**src/rtl/clk_div_pkg.sv**
```systemverilog
// Shared types and helpers for the clock-division generator.
package clk_div_pkg;

    typedef enum logic {
        SETTLE = 1'b0,
        LOCKED = 1'b1
    } state_t;

    // A zero ratio is treated as divide-by-one.
    function automatic int unsigned eff_div_f(input int unsigned div);
        return (div == 0) ? 1 : div;
    endfunction

    // A phase at or beyond the ratio is clamped to the last counter value.
    function automatic int unsigned eff_ph_f(input int unsigned div, input int unsigned phase);
        int unsigned ed;
        ed = eff_div_f(div);
        return (phase >= ed) ? ed - 1 : phase;
    endfunction

    // Width of the settle counter, which counts 0 .. lock_cycles-1.
    function automatic int unsigned settle_w_f(input int unsigned lock_cycles);
        return $clog2(lock_cycles + 1);
    endfunction

endpackage

```
**src/rtl/clk_div_ch.sv**
```systemverilog
// One divided-clock channel: shadow config, phase counter and registered output decode.
module clk_div_ch
    import clk_div_pkg::*;
#(
    parameter int DIV_W     = 8,
    parameter int DEF_DIV   = 4,
    parameter int DEF_PHASE = 0
) (
    input  logic             clkin,
    input  logic             rst_n,
    input  logic             cfg_load,
    input  logic [DIV_W-1:0] cfg_div,
    input  logic [DIV_W-1:0] cfg_phase,
    input  logic             locked_state,
    output logic             clkout,
    output logic             clk_en
);

    localparam logic [DIV_W-1:0] RST_DIV   = DIV_W'(DEF_DIV);
    localparam logic [DIV_W-1:0] RST_PHASE = DIV_W'(DEF_PHASE);
    localparam logic [DIV_W-1:0] RST_PH    = DIV_W'(eff_ph_f(DEF_DIV, DEF_PHASE));

    logic [DIV_W-1:0] div_q;
    logic [DIV_W-1:0] phase_q;
    logic [DIV_W-1:0] cnt;
    logic [DIV_W-1:0] eff_div;
    logic [DIV_W-1:0] eff_ph;
    logic [DIV_W-1:0] new_ph;
    logic [DIV_W:0]   high_lim;
    logic             cnt_last;

    // Clamp the stored and incoming settings; high_lim rounds up so odd ratios stay high one extra cycle.
    always_comb begin
        eff_div  = DIV_W'(eff_div_f(32'(div_q)));
        eff_ph   = DIV_W'(eff_ph_f(32'(div_q), 32'(phase_q)));
        new_ph   = DIV_W'(eff_ph_f(32'(cfg_div), 32'(cfg_phase)));
        high_lim = ({1'b0, eff_div} + 1'b1) >> 1;
        cnt_last = (cnt == eff_div - 1'b1);
    end

    // Shadow capture and phase counter: hold at the phase while settling, wrap at eff_div-1 once locked.
    always_ff @(posedge clkin or negedge rst_n) begin
        if (!rst_n) begin
            div_q   <= RST_DIV;
            phase_q <= RST_PHASE;
            cnt     <= RST_PH;
        end else if (cfg_load) begin
            div_q   <= cfg_div;
            phase_q <= cfg_phase;
            cnt     <= new_ph;
        end else if (!locked_state) begin
            cnt <= eff_ph;
        end else if (cnt_last) begin
            cnt <= '0;
        end else begin
            cnt <= cnt + 1'b1;
        end
    end

    // Registered decode; a load edge forces both outputs low on the following cycle.
    always_ff @(posedge clkin or negedge rst_n) begin
        if (!rst_n) begin
            clkout <= 1'b0;
            clk_en <= 1'b0;
        end else begin
            clkout <= locked_state & ~cfg_load & ({1'b0, cnt} < high_lim);
            clk_en <= locked_state & ~cfg_load & (cnt == '0);
        end
    end

endmodule

```
**src/rtl/clk_div_gen.sv**
```systemverilog
// Clock-division generator: settle/lock state machine plus NUM_CH independent divider channels.
module clk_div_gen
    import clk_div_pkg::*;
#(
    parameter int NUM_CH      = 2,
    parameter int DIV_W       = 8,
    parameter int LOCK_CYCLES = 100,
    parameter int DEF_DIV     = 4,
    parameter int DEF_PHASE   = 0
) (
    input  logic                    clkin,
    input  logic                    rst_n,
    input  logic                    cfg_load,
    input  logic [NUM_CH*DIV_W-1:0] cfg_div,
    input  logic [NUM_CH*DIV_W-1:0] cfg_phase,
    output logic [NUM_CH-1:0]       clkout,
    output logic [NUM_CH-1:0]       clk_en,
    output logic                    locked
);

    localparam int              SW          = settle_w_f(LOCK_CYCLES);
    localparam logic [SW-1:0]   SETTLE_LAST = SW'(LOCK_CYCLES - 1);

    state_t        state;
    state_t        state_nx;
    logic [SW-1:0] settle_cnt;
    logic [SW-1:0] settle_cnt_nx;
    logic          locked_nx;
    logic          locked_state;

    assign locked_state = (state == LOCKED);

    // State, settle counter and locked flag registers.
    always_ff @(posedge clkin or negedge rst_n) begin
        if (!rst_n) begin
            state      <= SETTLE;
            settle_cnt <= '0;
            locked     <= 1'b0;
        end else begin
            state      <= state_nx;
            settle_cnt <= settle_cnt_nx;
            locked     <= locked_nx;
        end
    end

    // Next state: any load restarts the full settle count; settle ends after LOCK_CYCLES edges.
    always_comb begin
        state_nx      = state;
        settle_cnt_nx = settle_cnt;
        locked_nx     = locked;
        if (cfg_load) begin
            state_nx      = SETTLE;
            settle_cnt_nx = '0;
            locked_nx     = 1'b0;
        end else begin
            case (state)
                SETTLE: begin
                    if (settle_cnt == SETTLE_LAST) begin
                        state_nx      = LOCKED;
                        settle_cnt_nx = '0;
                        locked_nx     = 1'b1;
                    end else begin
                        settle_cnt_nx = settle_cnt + 1'b1;
                    end
                end
                LOCKED: begin
                    locked_nx = 1'b1;
                end
                default: begin
                    state_nx      = SETTLE;
                    settle_cnt_nx = '0;
                    locked_nx     = 1'b0;
                end
            endcase
        end
    end

    for (genvar gi = 0; gi < NUM_CH; gi++) begin : g_ch
        clk_div_ch #(
            .DIV_W     (DIV_W),
            .DEF_DIV   (DEF_DIV),
            .DEF_PHASE (DEF_PHASE)
        ) u_ch (
            .clkin        (clkin),
            .rst_n        (rst_n),
            .cfg_load     (cfg_load),
            .cfg_div      (cfg_div[gi*DIV_W +: DIV_W]),
            .cfg_phase    (cfg_phase[gi*DIV_W +: DIV_W]),
            .locked_state (locked_state),
            .clkout       (clkout[gi]),
            .clk_en       (clk_en[gi])
        );
    end

endmodule

```
**config.mk**
```make
export PLATFORM = sky130hd
export DESIGN_NAME = clk_div_gen
export DESIGN_NICKNAME = d
export VERILOG_FILES = /design/src/rtl/clk_div_pkg.sv /design/src/rtl/clk_div_ch.sv /design/src/rtl/clk_div_gen.sv
export SDC_FILE = /design/constraint.sdc
export NUM_CORES = 1
export LEC_CHECK = 0
export ABC_AREA = 0
export CORE_MARGIN = 2
export CORE_UTILIZATION = 35
export DETAILED_ROUTE_END_ITERATION = 12
export HOLD_SLACK_MARGIN = 0.05
export PLACE_DENSITY_LB_ADDON = 0.1
export REMOVE_ABC_BUFFERS = 1
export SYNTH_ARGS = -nofsm -noshare
export SYNTH_HDL_FRONTEND = slang
export SYNTH_SLANG_ARGS = --single-unit
```
**constraint.sdc**
```tcl
create_clock -name clkin -period 3.8 [get_ports clkin]
set_input_delay 0.76 -clock clkin [delete_from_list [all_inputs] [get_ports clkin]]
set_output_delay 0.76 -clock clkin [all_outputs]
set_load 0.02 [all_outputs]
```
==> results of run 1 <==
==> critical path, cell delays in order (launching register included) <==
cell and delay (ns):
dfrtp_1 0.52, or4_1 0.20, nor4_1 0.04, or2_2 0.32, inv_1 0.10, ha_1 0.18, or4b_2 0.62, o22ai_1 0.16
a21boi_0 0.35, o2111ai_1 0.47, o211ai_1 0.33, o221ai_1 0.14
==> per-layer routing <==
layer / part of all wire / global-route usage / vias up
met5: 0 / 0 / -
met4: 0.022 / 0.06723 / 0
met3: 0.062 / 0.04355 / 27
met2: 0.41 / 0.2973 / 146
met1: 0.50 / 0.2944 / 2277
li1: - / - / 2340
==> layout make-up <==
class                      instances  area (sq um)
clock buffer                      10         229.0
clock inverter                     3         40.04
fill                            1472          8422
inverter                          50         187.7
multi-input combinational        474          3446
sequential                        61          1529
tap                              184         230.2
timing repair buffer              63         560.5
==> power breakdown <==
part           total (mW)  leakage [nW]  switching [mW]  internal (mW)
logic               0.809          1.75           0.439          0.370
clock network       0.784         0.134           0.290          0.494
registers           0.865         0.745           0.143          0.722
total                2.46          2.63           0.872           1.59
==> stage by stage <==
step / instance area, sq um / cells / hold WS [ns]
2_1_floorplan: 5162 / 585 / 0.4644
3_3_place_gp: 5953 / 832 / 0.5126
3_5_place_dp: 5953 / 832 / 0.5164
4_1_cts: 6222 / 845 / 0.4488
5_1_grt: 6222 / 845 / 0.4819
6_report: 6222 / 845 / 0.4259
==> synth_stat cells, types with 4 or more instances <==
cell type / count
nor2b_1: 6
buf_4: 5
o211ai_1: 17
mux2_2: 16
ha_1: 55
nand2_1: 49
o221ai_1: 11
nor4_1: 7
nor3_1: 17
a21o_1: 9
mux2i_1: 12
or4_1: 5
nor2_1: 34
and3_1: 6
a31oi_1: 11
inv_1: 49
nand3_1: 21
a21oi_1: 21
o21ai_0: 44
a211oi_1: 11
a211o_1: 5
nand2b_1: 8
clkbuf_1: 21
xnor2_1: 38
nand4_1: 7
o21a_1: 6
a2111oi_0: 4
xor2_1: 11
dfrtp_1: 59
==> how the worst max path moves through the flow <==
stage	to	slack, ns	depth (start not counted)
after floorplan	g_ch[0].u_ch.cnt[4]$_DFF_PN0_	0.74	10
after CTS	g_ch[0].u_ch.cnt[5]$_DFF_PN0_	0.26	11
after detailed placement	g_ch[0].u_ch.cnt[4]$_DFF_PN0_	0.05	11
after global routing	g_ch[0].u_ch.cnt[5]$_DFF_PN0_	0.03	11
after global placement	g_ch[0].u_ch.cnt[4]$_DFF_PN0_	0.11	11
final	g_ch[0].u_ch.cnt[5]$_DFF_PN0_	0.21	11
==> kinds of logic (layout without fill, tap and decap cells) <==
group | count (synthesis) | in the layout | synth area share
compound gates | 165 | 165 | 0.2157
xor+xnor | 49 | 49 | 0.08105
fa+ha+maj | 55 | 55 | 0.1300
buf+inv | 78 | 126 | 0.06049
flops | 61 | 61 | 0.2888
mux | 28 | 28 | 0.05671
simple gates | 177 | 177 | 0.1673
==> flip-flops by register name, summed over array words and instances (netlist names) <==
| signal | cells |
|---|---|
| g_ch.u_ch.cnt | 16 |
| g_ch.u_ch.div_q | 16 |
| g_ch.u_ch.phase_q | 16 |
| settle_cnt | 7 |
| g_ch.u_ch.clk_en | 2 |
| g_ch.u_ch.clkout | 2 |
| locked | 1 |
| locked_state | 1 |
==> flow_metrics.env, run 1 <==
export IMPL_status="completed"
export IMPL_fp_row_count=44
export IMPL_post_route_period_util=0.9451
export IMPL_clockBufferDepth=2
export IMPL_num_vias=4790
export IMPL_grt_pass1_vias=4765
export IMPL_drv_slew=0
export IMPL_numCtsBuffers=9
export IMPL_place_congestion=0.8824
export IMPL_yosysWarnings=0
export IMPL_final_common_cell="dfrtp_1"
export IMPL_p_total_mw=2.458
export IMPL_synth_area_top_cells="dfrtp_1, ha_1, xnor2_1, o21ai_0, inv_1"
export IMPL_yosysTopAreaCellShare=0.2788
export IMPL_wire_per_inst_um=18.24
export IMPL_max_freq_mhz=278.5
export IMPL_maxCapViolCount=0
export IMPL_place_ws_ns=0.04572
export IMPL_rsz0062_at_grt="false"
export IMPL_syn_cell_area_sq_um=5295
export IMPL_core_area_sq_um=14640
export IMPL_worst_setup_path_type="reg -> reg"
export IMPL_root_buffer="clkbuf_16"
export IMPL_final_cell_mix="dfrtp_1, ha_1, inv_1, nand2_1, o21ai_0"
export IMPL_drt_iter0_markers=303
export IMPL_drive_above_1_share=0.1029
export IMPL_cts_hold_fix_buffers=0
export IMPL_ctsResizeCount=0
export IMPL_setup_slack_ns=0.2088
export IMPL_first_pass_iters=5
export IMPL_cts_htree_levels=3
export IMPL_grt_max_degree=62
export IMPL_clock_skew_ns=0.004590
export IMPL_die_y_um=127
export IMPL_maxSlewHeadroom=0.4092
export IMPL_ys_seq_area_frac=0.2888
export IMPL_antenna_found_initial=0
export IMPL_nets=749
export IMPL_setup_tns_ns=0
export IMPL_start_kind="register"
export IMPL_grt_overflow=0
export IMPL_synth_top_area_cell="dfrtp_1"
export IMPL_die_x_um=127
export IMPL_ir_drop_mv=0.2431
export IMPL_rrSetupSlack_ns=0.21
export IMPL_hold_viol=0
export IMPL_ios=40
export IMPL_min_period_ns=3.591
export IMPL_synthToLayoutAreaGrowth_pct=17.51
export IMPL_vias_per_cell=5.669
export IMPL_synth_edf_count=0
export IMPL_cp_arrival_ns=3.77
export IMPL_cts_setup_buffers=0
export IMPL_cts_sinks=61
export IMPL_startpoint="g_ch[0].u_ch.div_q[5]$_DFFE_PN0P_"
export IMPL_drc=0
export IMPL_reg2reg_depth=11
export IMPL_synthFlopType="dfrtp_1"
export IMPL_synth_cell_types=59
export IMPL_die_area_sq_um=16130
export IMPL_ant_nets=0
export IMPL_clkLatencyLatePin_ns=0.34
export IMPL_grt_pass1_wl_um=25730
export IMPL_r2r_start="g_ch[0].u_ch.div_q[5]$_DFFE_PN0P_"
export IMPL_hold_class="in -> async"
export IMPL_cts_tree="yes"
export IMPL_grt_total_usage=0.2021
export IMPL_worst_pin_slew_ns=0.8639
export IMPL_cp_end_kind="register"
export IMPL_synth_avg_cell_area_sq_um=8.638
export IMPL_clkSlewWorstSetupHoldPaths_ns=0.05
export IMPL_required_ns=3.97
export IMPL_wl_um=15420
export IMPL_port_buffers=39
export IMPL_dp_hpwl_um=11990
export IMPL_leakage_nw=2.625
export IMPL_start_util=0.3616
export IMPL_antenna_cells=0
export IMPL_async_flop_share=1.000
export IMPL_ys_ff_latch=61
export IMPL_cp_max_fo=9
export IMPL_r2r_end="g_ch[0].u_ch.cnt[5]$_DFF_PN0_"
export IMPL_cellPowerDensity_nw_per_um2=395.1
export IMPL_fin_util=0.4249
export IMPL_synthCells=613
export IMPL_setup_viol=0
No activity file was read; power rests on OpenSTA's default activity.
==> inputs of run 2 (changes only) <==
Settings changed: CORE_ASPECT_RATIO set to 0.75, SKIP_LAST_GASP set to 1.
==> run 2 against run 1 <==
Against the previous run:
- critical path type unchanged
- highest routed layer unchanged
- global-route usage rose by 0.53 points
- largest power group unchanged
- final cell count grew 2.2%
- worst setup slack gained 0.039 ns
==> flow_metrics.env, run 2 (synthesis results as in run 1) <==
export IMPL_wl_um=16100
export IMPL_hp_start="settle_cnt[6]$_DFFE_PN0N_"
export IMPL_setup_tns_ns=0
export IMPL_ir_drop_mv=0.2350
export IMPL_ant_nets=0
export IMPL_required_ns=3.99
export IMPL_drc=0
export IMPL_nets=749
export IMPL_hold_depth=2
export IMPL_place_inst=847
export IMPL_leakage_nw=2.638
export IMPL_path_delay_family="simple AND/OR/NAND/NOR gates"
export IMPL_num_vias=4904
export IMPL_hold_viol=0
export IMPL_max_freq_mhz=281.5
export IMPL_ios=40
export IMPL_drv_slew=0
export IMPL_core_area_sq_um=14640
export IMPL_antenna_found_initial=0
export IMPL_clkSlewWorstSetupHoldPaths_ns=0.05
export IMPL_crit_top_cell="xnor2_1"
export IMPL_r2r_start="g_ch[1].u_ch.div_q[4]$_DFFE_PN0P_"
export IMPL_cp_max_fo=7
export IMPL_crit_buf_inv=0
export IMPL_cts_tree="yes"
export IMPL_r2r_end="g_ch[1].u_ch.cnt[7]$_DFF_PN0_"
export IMPL_numCtsBuffers=9
export IMPL_root_buffer="clkbuf_16"
export IMPL_hold_class="reg -> reg"
export IMPL_grt_overflow=0
export IMPL_grt_total_usage=0.2074
export IMPL_min_period_ns=3.552
export IMPL_max_stage_delay_ns=0.69
export IMPL_post_route_period_util=0.9348
export IMPL_drive_above_1_share=0.1084
export IMPL_path_cells="nor4_1 -> a21oi_1 -> ha_1 -> nor3b_1 -> xnor2_1 -> xnor2_1 -> or4_4 -> o41ai_4 -> o221ai_1"
export IMPL_placed_cell_area_sq_um=5966
export IMPL_grt_pass1_wl_um=26320
export IMPL_start_util=0.3616
export IMPL_rsz0062_at_grt="false"
export IMPL_p_total_mw=2.547
export IMPL_cellPowerDensity_nw_per_um2=405.3
export IMPL_final_cell_mix="dfrtp_1, ha_1, inv_1, nand2_1, o21ai_0"
export IMPL_final_common_cell="dfrtp_1"
export IMPL_cp_arrival_ns=3.74
export IMPL_fillers=1483
export IMPL_endpoint="g_ch[1].u_ch.cnt[7]$_DFF_PN0_"
export IMPL_clock_skew_ns=0.006409
export IMPL_wire_per_inst_um=18.63
export IMPL_port_buffers=39
export IMPL_rrSetupSlack_ns=0.25
export IMPL_die_y_um=110.5
export IMPL_die_area_sq_um=16140
export IMPL_cp_slowest_cell="nor4_1"
export IMPL_grt_pass1_vias=4652
export IMPL_drt_iter0_markers=372
export IMPL_place_congestion=0.8813
export IMPL_fp_row_count=38
export IMPL_cts_sinks=61
export IMPL_startpoint="g_ch[1].u_ch.div_q[4]$_DFFE_PN0P_"
export IMPL_worst_pin_slew_ns=1.044
export IMPL_crit_cells=9
export IMPL_status="completed"
export IMPL_start_kind="register"
export IMPL_grt_max_degree=42
export IMPL_final_area_sq_um=6285
export IMPL_vias_per_cell=5.676
export IMPL_reg_top3="g_ch.u_ch.cnt x16, g_ch.u_ch.div_q x16, g_ch.u_ch.phase_q x16"
export IMPL_die_x_um=146.0
export IMPL_antenna_cells=0
export IMPL_first_pass_iters=5
export IMPL_cts_htree_levels=3
export IMPL_reg2reg_depth=9
export IMPL_dp_hpwl_um=12490
export IMPL_worst_setup_path_type="reg -> reg"
export IMPL_clkLatencyLatePin_ns=0.34
export IMPL_cp_end_kind="register"
export IMPL_synthToLayoutAreaGrowth_pct=18.69
export IMPL_instances_no_fill=864
export IMPL_maxCapViolCount=0
export IMPL_setup_viol=0
export IMPL_maxSlewHeadroom=0.3040
export IMPL_clockBufferDepth=2
==> run 2: cell count changes in the layout (fill, tap and decap cells not counted), sizes merged <==
cell	change
clkbuf	+1
clkinvlp	+2
==> run 2: worst reg2reg max path: stages, from the launching register on <==
cell	delay, ns
dfrtp_1	0.47
nor4_1	0.69
a21oi_1	0.19
ha_1	0.26
nor3b_1	0.18
xnor2_1	0.31
xnor2_1	0.10
or4_4	0.57
o41ai_4	0.43
o221ai_1	0.20
==> run 2: per-layer routing <==
metal | GRT usage | wire [um] | up-vias
met5 | 0 | 0 | -
met3 | 0.05579 | 1362 | 17
met2 | 0.2642 | 6023 | 189
met1 | 0.3355 | 8531 | 2364
li1 | - | - | 2334
met4 | 0.04725 | 180 | 0
==> run 2: final cells by class <==
| type | instances | area, sq um | area share |
|---|---|---|---|
| clock buffer | 11 | 252.7 | 0.04021 |
| clock inverter | 5 | 58.81 | 0.009357 |
| inverter | 50 | 187.7 | 0.02986 |
| multi-input combinational | 474 | 3446 | 0.5483 |
| sequential | 61 | 1529 | 0.2433 |
| tap | 200 | 250.2 | 0.03982 |
| timing repair buffer | 63 | 560.5 | 0.08919 |
==> run 2: worst min path at each step <==
stage / endpoint / slack (ns)
3_3_place_gp: locked$_DFFE_PN0P_ / 0.51
6_report: settle_cnt[6]$_DFFE_PN0N_ / 0.52
4_1_cts: settle_cnt[6]$_DFFE_PN0N_ / 0.52
3_5_place_dp: locked$_DFFE_PN0P_ / 0.51
5_1_grt: locked$_DFFE_PN0P_ / 0.56
2_1_floorplan: g_ch[0].u_ch.clk_en$_DFF_PN0_ / 0.46
==> run 2: report_power, final <==
part | switching, mW | leakage [nW] | total, mW | internal [mW]
logic | 0.441 | 1.74 | 0.815 | 0.373
clock network | 0.313 | 0.148 | 0.856 | 0.543
registers | 0.155 | 0.745 | 0.877 | 0.722
total | 0.909 | 2.64 | 2.55 | 1.64
==> run 2: what timing repair did <==
| item | in CTS | in global routing |
|---|---|---|
| resized for setup | 0 | 0 |
| setup buffers | 0 | 1 |
| hold buffers | 0 | 0 |
| endpoints found under the setup margin | 0 | 2 |
==> run 2: through the flow <==
stage | hold slack, ns | utilization | setup WS [ns]
after detailed placement | 0.5084 | 0.4074 | 0.03925
after CTS | 0.5238 | 0.4287 | 0.3373
after global routing | 0.5629 | 0.4292 | 0.01671
after global placement | 0.5109 | 0.4074 | 0.1591
after floorplan | 0.4644 | - | 0.7360
final | 0.5171 | 0.4292 | 0.2477
